$ cat src/rtl/seg7_scan_driver.sv
// seg7_scan_driver
//   Multiplexed scan driver for a 4-digit common-anode 7-segment display.
//   A prescaler divides i_sysclk into DIV-cycle digit slots. Each slot starts
//   with GUARD dark cycles, which suppress ghosting between digits. The
//   displayed value is snapshotted once per frame, so one frame never mixes
//   digits from two counter values.
// Ports:
//   i_sysclk    system clock, rising edge
//   i_sysrst    asynchronous active-high reset
//   i_cnt_data  16-bit value to display; digit k = bits [4k+3:4k]
//   i_dp        per-digit decimal point, active-high
//   i_blank     1 = all digits off
//   o_an        digit anodes, active-low, bit 0 = rightmost digit
//   o_seg       segments {g,f,e,d,c,b,a}, active-low
//   o_dp        decimal point segment, active-low
module seg7_scan_driver #(
  parameter logic [15:0] DIV   = 16'd50000,
  parameter logic [15:0] GUARD = 16'd1000,
  parameter logic        LZB   = 1'b0
) (
  input  logic        i_sysclk,
  input  logic        i_sysrst,
  input  logic [15:0] i_cnt_data,
  input  logic [3:0]  i_dp,
  input  logic        i_blank,
  output logic [3:0]  o_an,
  output logic [6:0]  o_seg,
  output logic        o_dp
);

  logic [15:0] r_div;
  logic [1:0]  r_idx;
  logic [15:0] r_snap;

  logic        tick;
  logic        in_guard;
  logic [3:0]  lz_mask;
  logic [3:0]  nibble;
  logic [6:0]  seg_dec;
  logic        active;

  assign tick     = (r_div == DIV - 16'd1);
  assign in_guard = (r_div < GUARD);

  // A digit is a leading zero when it and every higher digit are zero.
  // Digit 0 always stays lit so that a value of zero still shows "0".
  always_comb begin
    lz_mask    = '0;
    lz_mask[1] = LZB && (r_snap[15:4]  == 12'h000);
    lz_mask[2] = LZB && (r_snap[15:8]  == 8'h00);
    lz_mask[3] = LZB && (r_snap[15:12] == 4'h0);
  end

  always_comb begin
    nibble = r_snap[3:0];
    case (r_idx)
      2'd0: nibble = r_snap[3:0];
      2'd1: nibble = r_snap[7:4];
      2'd2: nibble = r_snap[11:8];
      2'd3: nibble = r_snap[15:12];
      default: nibble = r_snap[3:0];
    endcase
  end

  always_comb begin
    seg_dec = 7'b1111111;
    case (nibble)
      4'h0: seg_dec = 7'b1000000;
      4'h1: seg_dec = 7'b1111001;
      4'h2: seg_dec = 7'b0100100;
      4'h3: seg_dec = 7'b0110000;
      4'h4: seg_dec = 7'b0011001;
      4'h5: seg_dec = 7'b0010010;
      4'h6: seg_dec = 7'b0000010;
      4'h7: seg_dec = 7'b1111000;
      4'h8: seg_dec = 7'b0000000;
      4'h9: seg_dec = 7'b0010000;
      4'hA: seg_dec = 7'b0001000;
      4'hB: seg_dec = 7'b0000011;
      4'hC: seg_dec = 7'b1000110;
      4'hD: seg_dec = 7'b0100001;
      4'hE: seg_dec = 7'b0000110;
      4'hF: seg_dec = 7'b0001110;
      default: seg_dec = 7'b1111111;
    endcase
  end

  // Every dark condition (global blank, guard window, leading-zero) forces
  // anode, segments and decimal point off together.
  assign active = !i_blank && !in_guard && !lz_mask[r_idx];

  always_ff @(posedge i_sysclk or posedge i_sysrst) begin
    if (i_sysrst) begin
      r_div  <= '0;
      r_idx  <= '0;
      r_snap <= '0;
      o_an   <= '1;
      o_seg  <= '1;
      o_dp   <= 1'b1;
    end else begin
      r_div <= tick ? '0 : r_div + 16'd1;
      if (tick) begin
        r_idx <= r_idx + 2'd1;
        // Load on the frame wrap so the next frame shows one coherent value.
        if (r_idx == 2'd3)
          r_snap <= i_cnt_data;
      end
      o_an  <= active ? ~(4'b0001 << r_idx) : '1;
      o_seg <= active ? seg_dec : '1;
      o_dp  <= active ? ~i_dp[r_idx] : 1'b1;
    end
  end

endmodule
$ cat config.mk
export PLATFORM = sky130hd
export DESIGN_NAME = seg7_scan_driver
export DESIGN_NICKNAME = d
export VERILOG_FILES = /design/src/rtl/seg7_scan_driver.sv
export SDC_FILE = /design/constraint.sdc
export NUM_CORES = 1
export LEC_CHECK = 0
export ABC_AREA = 1
export BUFFER_PORTS_ARGS = -buffer_cell sky130_fd_sc_hd__buf_2
export CAP_MARGIN = 20
export CORE_MARGIN = 2
export CORE_UTILIZATION = 40
export DETAILED_ROUTE_END_ITERATION = 12
export HOLD_SLACK_MARGIN = 0.1
export PLACE_DENSITY = 0.68
export SYNTH_ARGS = -nofsm -noshare
export SYNTH_HDL_FRONTEND = slang
export SYNTH_SLANG_ARGS = --single-unit
$ cat constraint.sdc
create_clock -name i_sysclk -period 2.3 [get_ports i_sysclk]
set_input_delay 0.115 -clock i_sysclk [delete_from_list [all_inputs] [get_ports i_sysclk]]
set_output_delay 0.115 -clock i_sysclk [all_outputs]
set_load 0.01 [all_outputs]
==> results.txt <==
The worst clock skew came out at 0.0120 ns. The number of nets with antenna violations after routing came out at 0. The flow ran to the end, and the final reports show no timing, DRC or antenna violations.

The number of global-route vias before repair is 2,074. 35 I/O pins were placed. The cell area that synthesis handed to floorplanning was 2500 µm².

Among all flip-flop cells after synthesis, the most frequent one is dfrtp_1. The maximum clock frequency is 498 MHz. For this configuration, the core starts out at a cell density of 41.8%.

The fraction of layout cells with a size suffix above 1 is 20.8%. The floorplan step defined a die boundary enclosing 6910 µm². The worst setup path is launched from a flip-flop. The number of placed cells counting well taps came out at 420.

The pin count of the biggest net entering global routing is 23. By startpoint and endpoint, the worst setup path is classified as reg2reg. The proportion of register bits with asynchronous set or reset after synthesis is 100%. The clock latency on the worst-skew pair came out at 0.30 ns. The number of buffers inserted by post-CTS setup repair came out at 0. TritonCTS built the clock tree. During synthesis, Yosys emitted a total of 0 warnings. The flop and latch count out of synthesis came out at 46.

Counting along the longest clock path gives a buffer depth of 2. The wire length per cell after detailed routing came out at 11.8 µm. The data arrival time of the critical path came out at 2.24 ns.

Setup violations remaining at the end of the flow were counted as 0. Dividing total power by cell area gives a power density of 488 nW/µm². Setup repair after global routing left no endpoint under its margin. The post-synthesis sequential area ratio came out at 46.6%. The average footprint of a synthesized cell came out at 8.02 µm². The initialized floorplan defines 28 standard-cell rows. The core region area is 5990 µm².

The overall power after layout came out at 1.48 mW. The part of the cycle the worst path needs is 87.3%. The kind of end point of the critical path is a flip-flop. The total number of vias is 2,097. The worst slew margin relative to its limit is 64.9%. The largest incremental delay on the critical path is 0.43 ns. The clock tree synthesis step divided the H-tree into 2 levels. At the end of routability-driven placement, the weighted congestion stood at 0.870. For this run, the detailed router's first-pass iteration total came to 5. The all-layer global routing usage is 16.4%. Setup slack closes at 0.292 ns. The smallest clock period supported by the final layout is computed as 2.01 ns.

0 antenna diodes ended up in the layout. On the critical path, the stage with the largest delay is an instance of dfrtp_1. The width of the chip is 83.1 µm.

The first-pass GRT wire length came out at 9270 µm. The final count of hold timing violations is 0. The data required time of the critical path is 2.53 ns. The post-detailed-route via-to-cell ratio is 4.71.

The placed wire-length estimate after detailed placement is 3940 µm. The worst hold path belongs to the class in2reg. The slew at the pin closest to its max-slew limit came out at 0.524 ns.

The number of nets handed over by synthesis was 347. The worst-case setup slack after placement came out at -0.0559 ns. The signal on the critical path passes through inv_1, ha_1, inv_2, or2_2, o21ai_2, inv_1, ha_1, nand3_1, nand3_1, nand2_1, nand2_1.

IR analysis of the VDD net gives a maximum drop of 0.000257 V. The count of maximum capacitance violations is 0. Clock-pin slew was measured on the worst setup and hold paths at 0.09 ns.

The leakage power is 1.48 nW. The post-route DRC violation count came out at 0. The post-synthesis cell type count is 29. The number of CTS-inserted buffers came out at 5. The total number of nets in the final design is 404. The synthesized instance count came out at 312. The synthesized design contains 0 enable-type register cells. The final count of pins violating max slew came out at 0. Cells fill 50.7% of the core in the end.

The total global routing overflow came out at 0. The layout overhead on the synthesized area is 21.3%. The aggregate routed wire length came out at 5260 µm.

The critical-path maximum fanout is 8. CTS placed an instance of clkbuf_8 at the clock tree root. The number of non-filler instances in the completed layout came out at 445.

The count of buffers added on input and output ports is 34. The initial antenna violation count is 0. The total number of clock tree sinks came out at 46.

The detailed router's first-iteration violation count came out at 87. The chip height is 83.1 µm.
-- sequential cells by signal (all words and copies together) (netlist names) --
name	cells
o_seg	7
r_idx	2
r_snap	16
r_div	16
o_an	4
o_dp	1
-- per-stage QoR --
stage	cell area [µm²]	hold WS (ns)	setup TNS, ns
6_report	3040	0.146	0
5_1_grt	3040	0.177	0
4_1_cts	3030	0.136	0
3_5_place_dp	2750	0.0607	-0.125
3_3_place_gp	2750	0.0622	0
2_1_floorplan	2500	0.232	0
-- repair_timing --
item	4_1_cts	5_1_grt
gates resized for setup	1	3
endpoints found under the setup margin	3	6
hold buffers	17	0
hold endpoints to repair	37	0
-- worst max-delay path: cells and delay by family, from the launching register on --
kind                       cells  cell delay, ns
buffers and inverters          3            0.35
AOI/OAI and AO/OA              1            0.12
and+or+nand+nor                5            0.60
DFF                            1            0.43
adders and majority gates      2            0.42
-- cell usage after synthesis (2+ instances only) --
cell type    n  share of area [%]
nand3_1     25                5.0
nand2_4      2               0.90
nand2_1    112                 17
nand2_2      3               0.75
dfstp_2     12                 13
inv_2        3               0.45
nor2_8       2                1.6
nor3_1       7                1.4
or2_2        2               0.50
buf_6        4                1.8
xor2_1       8                2.8
inv_1       27                4.0
nand4_1      6                1.5
ha_1        12                6.0
nor2_1      32                4.8
o21ai_0      6                1.2
a21oi_1      4               0.80
dfrtp_1     34                 34
-- cell families (layout without fill, tap and decap cells) --
| group | count (synthesis) | after routing | share of synthesized area, % |
|---|---|---|---|
| AND/OR/NAND/NOR | 195 | 195 | 34.5 |
| flip-flops | 46 | 46 | 46.6 |
| buffers and inverters | 37 | 95 | 7.05 |
| AO/OA/AOI/OAI | 14 | 14 | 3.10 |
| adder cells (fa/ha/maj) | 12 | 12 | 6.00 |
| XOR/XNOR | 8 | 8 | 2.80 |
-- layout by cell type, fill, tap and decap left out, types with 2 or more instances in the layout --
| cell type | Yosys | routed |
|---|---|---|
| nand2_1 | 112 | 112 |
| buf_2 | 0 | 34 |
| dfrtp_1 | 34 | 34 |
| nor2_1 | 32 | 32 |
| inv_1 | 27 | 25 |
| nand3_1 | 25 | 25 |
| dlygate4sd3_1 | 0 | 17 |
| ha_1 | 12 | 12 |
| dfstp_2 | 12 | 12 |
| xor2_1 | 8 | 8 |
| nor3_1 | 7 | 7 |
| nand4_1 | 6 | 6 |
| o21ai_0 | 6 | 5 |
| clkbuf_8 | 0 | 5 |
| inv_2 | 3 | 4 |
| a21oi_1 | 4 | 4 |
| nand2_2 | 3 | 3 |
| buf_4 | 0 | 3 |
| nor2_8 | 2 | 2 |
| nand2_4 | 2 | 2 |
| or2_2 | 2 | 2 |
| o21ai_2 | 1 | 2 |
| clkinv_1 | 1 | 2 |
| clkinvlp_4 | 0 | 2 |
-- power breakdown --
group | internal, mW | switching, mW
Sequential | 0.809 | 0
Combinational | 0.0346 | 0.0262
Clock | 0.323 | 0.288
Total | 1.17 | 0.314
-- routing by layer --
metal | GRT usage [%] | vias up | share of wire, %
li1 | - | 1086 | -
met1 | 22.2 | 951 | 50
met2 | 26.0 | 51 | 45
met3 | 3.88 | 9 | 3.6
met4 | 5.22 | 0 | 1.6
met5 | 0 | - | 0
-- final timing paths --
path                            startpoint   endpoint  slack, ns  cells past startpoint
worst min register to register    r_div[0]   r_div[0]       0.46                      1
max in group asynchronous         i_sysrst       o_dp       1.41                      4
worst max register to register    r_idx[1]   o_seg[3]       0.29                     11
worst min-delay path               i_blank   o_seg[5]       0.15                      5
min in group asynchronous         i_sysrst  r_div[14]       0.27                      3
worst max-delay path              r_idx[1]   o_seg[3]       0.29                     11
-- layout make-up --
cell class                      instances  area, µm²
Fill cell                             571       2950
Tap cell                               75       93.8
Timing Repair Buffer                   54        363
Inverter                               33        131
Sequential cell                        46       1170
Clock buffer                            5       68.8
Clock inverter                          3       45.0
Multi-Input combinational cell        229       1170
No activity file was read; power rests on OpenSTA's default activity.
